## src/rtl/seg7_pkg.sv

```systemverilog
// Shared glyph tables and helpers for the multiplexed 7-segment driver.
package seg7_pkg;

  localparam int unsigned MAX_DIGITS = 32;

  // Active-high glyphs, {a,b,c,d,e,f,g} with a as MSB
  localparam logic [6:0] SEG_OFF = 7'h00;
  localparam logic [6:0] GLYPH_0 = 7'h7E;
  localparam logic [6:0] GLYPH_1 = 7'h30;
  localparam logic [6:0] GLYPH_2 = 7'h6D;
  localparam logic [6:0] GLYPH_3 = 7'h79;
  localparam logic [6:0] GLYPH_4 = 7'h33;
  localparam logic [6:0] GLYPH_5 = 7'h5B;
  localparam logic [6:0] GLYPH_6 = 7'h1F;
  localparam logic [6:0] GLYPH_7 = 7'h70;
  localparam logic [6:0] GLYPH_8 = 7'h7F;
  localparam logic [6:0] GLYPH_9 = 7'h73;

  localparam logic [6:0] GLYPH_HEX_A = 7'h77;
  localparam logic [6:0] GLYPH_HEX_B = 7'h1F;
  localparam logic [6:0] GLYPH_HEX_C = 7'h4E;
  localparam logic [6:0] GLYPH_HEX_D = 7'h3D;
  localparam logic [6:0] GLYPH_HEX_E = 7'h4F;
  localparam logic [6:0] GLYPH_HEX_F = 7'h47;

  localparam logic [6:0] GLYPH_LEG_A = 7'h0D;
  localparam logic [6:0] GLYPH_LEG_B = 7'h19;
  localparam logic [6:0] GLYPH_LEG_C = 7'h23;
  localparam logic [6:0] GLYPH_LEG_D = 7'h4B;
  localparam logic [6:0] GLYPH_LEG_E = 7'h0F;
  localparam logic [6:0] GLYPH_LEG_F = 7'h00;

  // One-hot digit enable; out-of-range index yields all zeros
  function automatic logic [MAX_DIGITS-1:0] onehot(input int unsigned idx, input int unsigned n);
    onehot = '0;
    if (idx < n) onehot = MAX_DIGITS'(1) << idx;
  endfunction

endpackage

```

## src/rtl/seg7_scan_mux_hex7_decode.sv

```systemverilog
// Nibble to active-high 7-segment glyph, hex or legacy glyph set for codes 10-15.
module hex7_decode
  import seg7_pkg::*;
#(
  parameter bit HEX_MODE = 1'b1
) (
  input  logic [3:0] nibble,
  output logic [6:0] glyph_c
);

  always_comb begin
    glyph_c = SEG_OFF;
    case (nibble)
      4'h0: glyph_c = GLYPH_0;
      4'h1: glyph_c = GLYPH_1;
      4'h2: glyph_c = GLYPH_2;
      4'h3: glyph_c = GLYPH_3;
      4'h4: glyph_c = GLYPH_4;
      4'h5: glyph_c = GLYPH_5;
      4'h6: glyph_c = GLYPH_6;
      4'h7: glyph_c = GLYPH_7;
      4'h8: glyph_c = GLYPH_8;
      4'h9: glyph_c = GLYPH_9;
      4'hA: glyph_c = HEX_MODE ? GLYPH_HEX_A : GLYPH_LEG_A;
      4'hB: glyph_c = HEX_MODE ? GLYPH_HEX_B : GLYPH_LEG_B;
      4'hC: glyph_c = HEX_MODE ? GLYPH_HEX_C : GLYPH_LEG_C;
      4'hD: glyph_c = HEX_MODE ? GLYPH_HEX_D : GLYPH_LEG_D;
      4'hE: glyph_c = HEX_MODE ? GLYPH_HEX_E : GLYPH_LEG_E;
      4'hF: glyph_c = HEX_MODE ? GLYPH_HEX_F : GLYPH_LEG_F;
      default: glyph_c = SEG_OFF;
    endcase
  end

endmodule

```

## src/rtl/seg7_scan_mux.sv

```systemverilog
// N-digit multiplexed 7-segment driver: shadow capture, prescaled scan with dead time,
// leading-zero blanking and pin-polarity output registers.
module seg7_scan_mux
  import seg7_pkg::*;
#(
  parameter int unsigned N_DIGITS       = 4,
  parameter int unsigned DIV_WIDTH      = 16,
  parameter bit          HEX_MODE       = 1'b1,
  parameter bit          SEG_ACTIVE_LOW = 1'b1,
  parameter bit          AN_ACTIVE_LOW  = 1'b1,
  parameter bit          LZ_BLANK       = 1'b1
) (
  input  logic                  clk,
  input  logic                  reset,
  input  logic                  load,
  input  logic [4*N_DIGITS-1:0] value,
  input  logic [N_DIGITS-1:0]   dp_in,
  input  logic [N_DIGITS-1:0]   blank_in,
  output logic [6:0]            seg,
  output logic                  dp,
  output logic [N_DIGITS-1:0]   an
);

  localparam int unsigned      IDX_W    = (N_DIGITS > 1) ? $clog2(N_DIGITS) : 1;
  localparam logic [IDX_W-1:0] LAST_IDX = IDX_W'(N_DIGITS - 1);
  localparam logic [6:0]       SEG_IDLE = SEG_ACTIVE_LOW ? ~SEG_OFF : SEG_OFF;
  localparam logic             DP_IDLE  = SEG_ACTIVE_LOW;
  localparam logic [N_DIGITS-1:0] AN_IDLE = AN_ACTIVE_LOW ? {N_DIGITS{1'b1}} : '0;

  logic [DIV_WIDTH-1:0]  cnt;
  logic [IDX_W-1:0]      idx, idx_nxt;
  logic                  dead, dead_nxt;
  logic                  scan_on, scan_on_nxt;
  logic [4*N_DIGITS-1:0] sh_val;
  logic [N_DIGITS-1:0]   sh_dp, sh_blank;
  logic                  tick_c;
  logic [N_DIGITS-1:0]   lz_mask;
  logic                  lz_run;
  logic [3:0]            nib_c;
  logic [6:0]            glyph_c;
  logic                  show_c;
  logic [6:0]            seg_c;
  logic                  dp_c;
  logic [N_DIGITS-1:0]   an_c;

  assign tick_c = &cnt;

  // Scan sequencing; the first tick after reset selects digit 0 rather than advancing
  always_comb begin
    idx_nxt     = idx;
    dead_nxt    = 1'b0;
    scan_on_nxt = scan_on;
    if (tick_c) begin
      dead_nxt    = 1'b1;
      scan_on_nxt = 1'b1;
      if (!scan_on || idx == LAST_IDX) idx_nxt = '0;
      else                             idx_nxt = idx + IDX_W'(1);
    end
  end

  // Leading-zero run from the top digit; a digit with dp set joins the run but ends it
  always_comb begin
    lz_mask = '0;
    lz_run  = LZ_BLANK;
    for (int i = N_DIGITS - 1; i >= 1; i--) begin
      if (lz_run && sh_val[4*i +: 4] == 4'h0) begin
        lz_mask[i] = 1'b1;
        lz_run     = !sh_dp[i];
      end else begin
        lz_run = 1'b0;
      end
    end
  end

  assign nib_c = sh_val[4*32'(idx_nxt) +: 4];

  hex7_decode #(.HEX_MODE(HEX_MODE)) u_decode (
    .nibble  (nib_c),
    .glyph_c (glyph_c)
  );

  // Output values track the scan state being entered, so pins and dead flag align
  always_comb begin
    show_c = scan_on_nxt && !dead_nxt;
    seg_c  = SEG_OFF;
    dp_c   = 1'b0;
    an_c   = '0;
    if (show_c) begin
      an_c = N_DIGITS'(onehot(32'(idx_nxt), N_DIGITS));
      if (!sh_blank[idx_nxt]) begin
        seg_c = lz_mask[idx_nxt] ? SEG_OFF : glyph_c;
        dp_c  = sh_dp[idx_nxt];
      end
    end
  end

  always_ff @(posedge clk) begin
    if (reset) begin
      cnt      <= '0;
      idx      <= '0;
      dead     <= 1'b0;
      scan_on  <= 1'b0;
      sh_val   <= '0;
      sh_dp    <= '0;
      sh_blank <= '0;
      seg      <= SEG_IDLE;
      dp       <= DP_IDLE;
      an       <= AN_IDLE;
    end else begin
      cnt     <= cnt + DIV_WIDTH'(1);
      idx     <= idx_nxt;
      dead    <= dead_nxt;
      scan_on <= scan_on_nxt;
      if (load) begin
        sh_val   <= value;
        sh_dp    <= dp_in;
        sh_blank <= blank_in;
      end
      seg <= SEG_ACTIVE_LOW ? ~seg_c : seg_c;
      dp  <= SEG_ACTIVE_LOW ? ~dp_c : dp_c;
      an  <= AN_ACTIVE_LOW ? ~an_c : an_c;
    end
  end

endmodule

```

## config.mk

```make
export PLATFORM = sky130hd
export DESIGN_NAME = seg7_scan_mux
export DESIGN_NICKNAME = d
export VERILOG_FILES = /design/src/rtl/seg7_pkg.sv /design/src/rtl/seg7_scan_mux_hex7_decode.sv /design/src/rtl/seg7_scan_mux.sv
export SDC_FILE = /design/constraint.sdc
export NUM_CORES = 1
export LEC_CHECK = 0
export BUFFER_PORTS_ARGS = -buffer_cell sky130_fd_sc_hd__buf_4
export CAP_MARGIN = 30
export CORE_ASPECT_RATIO = 1.4
export CORE_UTILIZATION = 30
export CTS_BUF_LIST = sky130_fd_sc_hd__clkbuf_4 sky130_fd_sc_hd__clkbuf_8
export DETAILED_ROUTE_END_ITERATION = 16
export PLACE_DENSITY = 0.57
export SLEW_MARGIN = 20
export SYNTH_ARGS = -nofsm -noshare
export SYNTH_HDL_FRONTEND = slang
export SYNTH_HIERARCHICAL = 1
export SYNTH_SLANG_ARGS = --single-unit
```

## constraint.sdc

```tcl
create_clock -name clk -period 3.1 [get_ports clk]
set_input_delay 0.465 -clock clk [delete_from_list [all_inputs] [get_ports clk]]
set_output_delay 0.465 -clock clk [all_outputs]
set_load 0.005 [all_outputs]
```

After elaboration in Yosys (flattened, before gate mapping)
Memories as Yosys holds them, arrays and structs flattened.
Index checks and enable logic that the tools add are counted.
Widths: inputs -> output; s select.
{"block": "op_classes", "n_addsub": 2, "order_cmp": 1, "n_eq_ne": 1, "n_shift": 2, "muxes": 21, "bitwise": 3, "n_reduce_logical": 12}
{"cell": "$mux 7", "n": 3}
{"cell": "$add 16x1->16 const B", "n": 1}
{"cell": "$reduce_and 16->1", "n": 1}
{"cell": "$shiftx 16x5->4", "n": 1}
{"cell": "$logic_not 4->1", "n": 3}
{"cell": "$mux 1", "n": 12}
{"cell": "$not 7->7", "n": 1}
{"cell": "$bmux 1 s2", "n": 3}
{"cell": "$logic_not 1->1", "n": 4}
{"cell": "$mux 2", "n": 2}
{"cell": "$mux 4", "n": 1}
{"cell": "$not 4->4", "n": 1}
{"cell": "$shl 1x2->4 const A", "n": 1}
{"cell": "$logic_and 1x1->1", "n": 3}
{"cell": "$lt 2x3->1 const B", "n": 1}
{"cell": "$add 2x1->2 const B", "n": 1}
{"cell": "$eq 2x2->1 const B", "n": 1}
{"cell": "$logic_or 1x1->1", "n": 1}
{"cell": "$not 1->1", "n": 1}
{"block": "totals", "regBits": 55, "mem_bits_ro": 112, "output_inout_bits": 12, "wordCells": 52, "mem_count": 1}
{"memory": "(name not given)", "depth": 16, "word_bits": 7, "rd": 1, "rd_clocked_by_memory_dff": 0, "wr": 0, "line": "seg7_scan_mux_hex7_decode.sv:13", "rtl": "case (nibble)"}

Longest topological paths before layout
Gate-level depths: netlist (run 1).
{"block": "depth", "depth_word": 12, "depth_mapped": 12, "ltp_nobuf": 12}

Modules after synthesis
Netlist (run 1), hierarchy kept.
{"mod": "seg7_scan_mux", "instances": 1, "cells_per_inst": 214, "area_each_um2": 2202.1, "seq_area_each_um2": 1101.1}
{"mod": "hex7_decode", "instances": 1, "cells_per_inst": 37, "area_each_um2": 276.5, "seq_area_each_um2": 0.0}

Least setup slack after synthesis (run 1)
Ideal clock, no wire load.
{"block": "synth_timing", "path_kind": "reg-to-reg", "from": "register cnt[0]", "to": "register seg[5]", "setup_ps": 132, "t_arrival_ps": 2612, "required_time_ps": 2968, "path_slack_ps": 356, "stages_incl_launch_ff": 12, "n_path_buf": 0, "period_less_slack_ps": 2744, "path_cell_list": "dfxtp_1 -> ha_1 -> nand3_2 -> nor3_4 -> nand3_4 -> mux2_4 -> mux4_2 -> inv_1 -> ha_1 -> mux2i_1 -> mux2_4 -> nand2_1"}
{"block": "synth_between", "elab_chain_len": 8, "word_cells_on_any_way": 16, "cone_classes": "shift (1); mux (10); bitwise (1); reduce/logical (3); memory (1)"}
{"item": "start, declared", "line": "seg7_scan_mux.sv:30", "rtl": "logic [DIV_WIDTH-1:0] cnt;"}
{"item": "start signal, assigned", "line": "seg7_scan_mux.sv:110", "rtl": "cnt <= cnt + DIV_WIDTH'(1);"}
{"item": "$reduce_and 16->1", "line": "seg7_scan_mux.sv:46", "rtl": "assign tick_c = &cnt;"}
{"item": "$mux 2", "line": "seg7_scan_mux.sv:53", "rtl": "if (tick_c) begin"}
{"item": "$shiftx 16x5->4", "line": "seg7_scan_mux.sv:75", "rtl": "assign nib_c = sh_val[4*32'(idx_nxt) +: 4];"}
{"item": "via nib_c[0]", "line": "seg7_scan_mux.sv:39", "rtl": "logic [3:0] nib_c;"}
{"item": "$mem_v2 16x7"}
{"item": "via glyph_c[5]", "line": "seg7_scan_mux.sv:40", "rtl": "logic [6:0] glyph_c;"}
{"item": "$mux 7", "line": "seg7_scan_mux.sv:91", "rtl": "seg_c = lz_mask[idx_nxt] ? SEG_OFF : glyph_c;"}
{"item": "$mux 7", "line": "seg7_scan_mux.sv:90", "rtl": "if (!sh_blank[idx_nxt]) begin"}
{"item": "$mux 7", "line": "seg7_scan_mux.sv:88", "rtl": "if (show_c) begin"}
{"item": "$not 7->7", "line": "seg7_scan_mux.sv:119", "rtl": "seg <= SEG_ACTIVE_LOW ? ~seg_c : seg_c;"}
{"item": "end signal, assigned", "line": "seg7_scan_mux.sv:119"}
{"item": "end, declared", "line": "seg7_scan_mux.sv:19", "rtl": "output logic [6:0] seg,"}
The timed path passes the listed nets, and every way through them passes these cells. The select of a mux whose other input is x is not followed.
A chain may end at the register's enable or synchronous reset.

Worst setup path in the final report (run 1)
{"block": "layout_timing", "from": "register cnt[1]", "to": "register seg[5]"}
The elaborated chain is that of the path after synthesis.

==> flow_summary.yaml, run 1 <==
run_status:
  status: "finished clean"
pwr:
  vdd_drop_max_v: 0.000204
  powerDensity_nw_per_um2: 444
  p_leak_nw: 1.25
yosys:
  synth-compound-area-share_pct: 6.61
  synth_most_common_cell: "dfxtp_1"
  synth_mux_area_share_pct: 18.6
  yosys_register_bits: 55
  synth_nets: 287
  syn_avg_cell_area_um2: 9.88
  synthTopCellsByCount: "dfxtp_1 (55), nor2_1 (39), mux2i_1 (28)"
  synth_top_family_by_area: "multiplexers"
  synth_warnings: 6
  synth_top_area_share_pct: 44.4
  syn-cell-area_um2: 2480
  synth-seq-area-share_pct: 44.4
  async_flop_share_pct: 0
  yosys.area.top_type: "dfxtp_1"
  ys.flop_type: "dfxtp_1"
  synth_xor_area_share_pct: 3.53
  netlist_instances: 251
  synth_edf_count: 0
  yosys.area_share.simple_pct: 18.5
  synth.top_cells.by_area: "dfxtp_1 (44%), mux2i_1 (11%), nor2_1 (5.9%)"
  synth.distinct_cells: 43
  synth_fa_ha_area_share_pct: 4.54
worst_setup_path:
  cp_slowest_cell: "mux4_2"
  critPathArrivalTime_ns: 3.08
  start_kind: "flip-flop"
  crit_fanout: 7
  cp.required_ns: 3.27
  crit_path_end_kind: "flip-flop"
  cp_cell_sequence: "ha_2 -> nand3_4 -> nor3_4 -> nand3_4 -> mux2_4 -> mux4_2 -> inv_1 -> ha_1 -> mux2i_1 -> mux2_4 -> nand2_1"
  cp.depth: 11
  cp_slowest_stage_delay_ns: 0.49
  critPathKind: "flip-flop to flip-flop"
  worstRegToRegCells: 11
  crit_buf_inv: 1
  critPathTopFamily: "multiplexers"
die:
  num_rows: 38
  io-pin-count: 39
  initial_core_util_pct: 31.4
  design.die.area_um2: 8630
  die_h_um: 110
  die_w_um: 78.8
  core_area_um2: 7890
sta:
  max-slew-margin-rel_pct: 53.1
  max_freq_mhz: 344
  final-setup-viol-count: 0
  fin_crit_ns: 2.91
  final_hold_viol_count: 0
  fin_setup_tns_ns: 0
  worstMarginPinSlew_ns: 0.700
  finalClockSkew_ns: 0.00856
  slew_violations: 0
  rsz0062_at_grt: "false"
  period_share_pct: 93.8
clock_tree:
  clock_latency_ns: 0.31
  clockBufferDepth: 2
  htreeDepth: 2
  tritoncts: "yes"
  cts_sinks: 55
  cts_hold_buf: 0
  cts.clk_slew.worst_paths_ns: 0.10
  cts_buffers: 5
  cts_root_buf: "clkbuf_8"
routing:
  via_per_inst: 4.65
  wl_per_cell_um: 13.1
  wl_um: 5120
  drt-initial-drc-count: 67
  dr.pass1.iters: 6
  drc_errors: 0
  dr_total_vias: 1821
  antenna_left: 0
global_routing:
  antenna_found_initial: 0
  grt_pass1_wl_um: 8330
  gr-total-overflow: 0
  grt_start_max_net_pins: 45
  grt_pass1_vias: 1809
  grtUsageTotal_pct: 12.7
placement:
  io_buffers: 38
  post_dp_cell_area_um2: 2860
  dp_hpwl_um: 3730
  gp_congestion: 0.774
cells_and_area:
  syn2layout_area_growth_pct: 21.9
  final_nets: 328
  utilization_pct: 38.3
  layout-drive-gt1-share_pct: 26.0
  fin_area_um2: 3020
  num_antenna_cells: 0
worst_hold_path:
  holdCritPathClass: "input pin to flip-flop"
  min_path_cells: 3
job:
  drv_cap: 0
[state kept, by name, indices dropped and copies added (netlist names), 2 cells and up]
register	cells
an	4
cnt	16
idx	2
seg	7
sh_blank	4
sh_dp	4
sh_val	16
[path summary, 6_finish.rpt]
| check | from | slack (ns) | to |
|---|---|---|---|
| hold / removal | blank_in[3] | 0.39 | sh_blank[3] |
| setup / recovery | cnt[1] | 0.19 | seg[5] |
| setup reg to reg | cnt[1] | 0.19 | seg[5] |
| hold reg to reg | cnt[0] | 0.44 | cnt[0] |
[tightest hold or removal path, stage by stage]
cell     delay [ns]
buf_4          0.08
mux2i_1        0.05
nor2_1         0.07
[area by class of cell]
class | count | area, um2
fillers | 830 | 4870
multi-input cells | 173 | 1300
flip-flops and latches | 55 | 1100
repair buffers | 46 | 345
well taps | 100 | 125
clock buffers | 5 | 68.8
inverters | 11 | 41.3
clock inverters | 2 | 37.5
[logic make-up after synthesis]
family | Yosys count
AOI/OAI and AO/OA | 28
muxes | 38
adders and majority gates | 9
DFF | 55
buffers and inverters | 23
and+or+nand+nor | 88
xor gates and xnor gates | 10
[metrics by stage]
step,power [mW],worst slack [ns],std cells,hold slack (ns)
after global routing,1.41,0.0171,392,0.384
final,1.34,0.193,392,0.387
after CTS,1.36,0.0918,387,0.377
after detailed placement,0.890,0.124,380,0.467
after global placement,0.888,0.205,380,0.443
after floorplan,0.844,0.356,251,0.430
[where the power goes]
group / switching (mW) / internal [mW]
clock network: 0.227 / 0.236
registers: 0.0182 / 0.728
logic: 0.0619 / 0.0697
[layout by cell type, fill, tap and decap left out, types with 2 or more instances in the layout]
cell type,instances
a211oi_1,2
a21oi_1,10
a31oi_1,5
buf_4,46
clkbuf_8,5
dfxtp_1,54
ha_1,7
ha_2,2
inv_1,10
mux2_2,2
mux2_4,3
mux2i_1,27
mux4_2,5
nand2_1,13
nand3_1,6
nand3_4,2
nand3b_1,2
nand4_1,2
nor2_1,39
nor2b_1,2
nor3_1,6
o21ai_0,7
or3_1,4
xnor2_1,3
xor2_1,7
[timing repair]
item | 4_1_cts | 5_1_grt
endpoints found under the setup margin | 0 | 6
gates resized for setup | 0 | 6
buffers inserted | 0 | 5
[metal layers]
layer  wire [um]  part of all wire (%)  global-route usage (%)
met5           0                     0                       0
met4          74                   1.4                    4.68
met3         152                   3.0                    2.41
met2        2770                    54                    24.4
met1        2120                    41                    13.6
Power figures use the tool's default switching activity.
==> run 2: changes to the inputs <==
--- a/config.mk
+++ b/config.mk
@@ -13,4 +13,5 @@
 export DETAILED_ROUTE_END_ITERATION = 16
 export PLACE_DENSITY = 0.57
+export REMOVE_ABC_BUFFERS = 1
 export SLEW_MARGIN = 20
 export SYNTH_ARGS = -nofsm -noshare
==> constraint.sdc (replaced) <==
create_clock -name clk -period 3.1 [get_ports clk]
set_input_delay 0.62 -clock clk [delete_from_list [all_inputs] [get_ports clk]]
set_output_delay 0.62 -clock clk [all_outputs]
set_load 0.005 [all_outputs]
==> run 2 against run 1 <==
  * Setup slack got worse by 0.018 ns
  * Clock power decreased by 15%
  * Via count increased by 0.44%
  * Maximum frequency decreased by 0.61%
  * Combinational power about the same
  * Clock skew about the same
  * Sequential share of layout area increased by 0.35 points
  * Routed wire length decreased by 4.8%
  * Global-route usage decreased by 0.62 points
  * Cell count unchanged
  * Non-clock buffer count decreased by 1
  * Design area decreased by 0.95%
  * Critical endpoint unchanged
  * Largest power group unchanged
==> flow_summary.yaml, run 2 (synthesized netlist as in run 1, its figures left out) <==
run_status:
  status: "finished clean"
cells_and_area:
  fin_area_um2: 2990
  utilization_pct: 37.9
  syn2layout_area_growth_pct: 20.7
  layout-drive-gt1-share_pct: 26.4
  layout_commonest_cell: "dfxtp_1"
  num-fill-cells: 832
  num_antenna_cells: 0
  final_nets: 327
  final_cell_mix: "dfxtp_1 (54), buf_4 (45), nor2_1 (39)"
  largestRegisters: "cnt x16, sh_val x16, seg x7"
routing:
  wl_um: 4870
  drt-initial-drc-count: 46
  dr_total_vias: 1829
  via_per_inst: 4.67
  wl_per_cell_um: 12.4
  drc_errors: 0
  antenna_left: 0
  dr.pass1.iters: 4
clock_tree:
  cts_root_buf: "clkbuf_8"
  cts_hold_buf: 0
  clock_latency_ns: 0.31
  cts_sinks: 55
  cts.clk_slew.worst_paths_ns: 0.10
  cts_buffers: 5
  tritoncts: "yes"
  clockBufferDepth: 2
  htreeDepth: 2
worst_hold_path:
  holdCritPathClass: "flip-flop to flip-flop"
die:
  design.die.area_um2: 8630
  die_w_um: 78.8
  io-pin-count: 39
  initial_core_util_pct: 31.4
  die_h_um: 110
  core_area_um2: 7890
  num_rows: 38
global_routing:
  grt_pass1_vias: 1758
  gr-total-overflow: 0
  grtUsageTotal_pct: 12.1
  antenna_found_initial: 0
  grt_pass1_wl_um: 8120
  grt_start_max_net_pins: 44
pwr:
  powerDensity_nw_per_um2: 424
  p_leak_nw: 1.24
  vdd_drop_max_v: 0.000205
sta:
  worstMarginPinSlew_ns: 0.611
  final-setup-viol-count: 0
  finalClockSkew_ns: 0.00864
  max-slew-margin-rel_pct: 59.1
  fin_crit_ns: 2.92
  max_freq_mhz: 342
  final_hold_viol_count: 0
  period_share_pct: 94.4
  slew_violations: 0
  holdWs_ns: 0.438
  fin_setup_tns_ns: 0
worst_setup_path:
  critPathArrivalTime_ns: 3.11
  critPathKind: "flip-flop to flip-flop"
  crit_path_end_kind: "flip-flop"
  start_kind: "flip-flop"
  cp.required_ns: 3.29
  crit_fanout: 6
placement:
  dp_hpwl_um: 3590
  io_buffers: 38
  post_dp_cell_area_um2: 2870
  gp_congestion: 0.750
job:
  drv_cap: 0
-- run 2: path summary, 6_finish.rpt --
kind | from | to | slack [ns] | depth (start not counted)
setup reg to reg | cnt[1] | seg[5] | 0.18 | 11
setup / recovery | cnt[1] | seg[5] | 0.18 | 11
hold reg to reg | cnt[0] | cnt[0] | 0.44 | 1
hold / removal | cnt[0] | cnt[0] | 0.44 | 1
-- run 2: area by class of cell --
| cell class | instances | area, um2 | area share (%) |
|---|---|---|---|
| clock buffer | 5 | 68.8 | 2.30 |
| inverter | 11 | 41.3 | 1.38 |
| multi-input combinational | 173 | 1300 | 43.4 |
| tap | 100 | 125 | 4.18 |
| timing repair buffer | 45 | 338 | 11.3 |
| sequential | 55 | 1100 | 36.8 |
| clock inverter | 3 | 20.0 | 0.669 |
-- run 2: what timing repair did --
| action | 4_1_cts | 5_1_grt |
|---|---|---|
| setup endpoints to repair | 0 | 6 |
| gates resized for setup | 0 | 7 |
| buffers inserted | 0 | 3 |
-- run 2: power by group --
part,switching (mW),internal (mW)
sequential,0.0170,0.728
clock,0.236,0.158
combinational,0.0608,0.0688
-- run 2: critical path: stages (launching register included) --
cell and delay [ns]:
dfxtp_1 0.37, ha_2 0.22, nand3_4 0.12, nor3_4 0.32
nand3_4 0.15, mux2_4 0.37, mux4_2 0.52, inv_2 0.12
ha_1 0.26, mux2i_1 0.15, mux2_4 0.16, nand2_1 0.04
-- run 2: per-layer routing --
layer,vias up,share of wire [%],GRT usage (%)
met5,-,0,0
met1,843,43,13.8
met3,5,2.9,1.91
li1,950,-,-
met2,31,52,22.0
met4,0,1.9,5.45
-- run 2: per-stage QoR --
| stage | total power [mW] | cells | worst slack, ns |
|---|---|---|---|
| after floorplan | 0.828 | 239 | 0.356 |
| after global placement | 0.888 | 381 | 0.202 |
| after detailed placement | 0.889 | 381 | 0.106 |
| after CTS | 1.28 | 389 | 0.0703 |
| after global routing | 1.33 | 392 | -0.00807 |
| final | 1.27 | 392 | 0.175 |
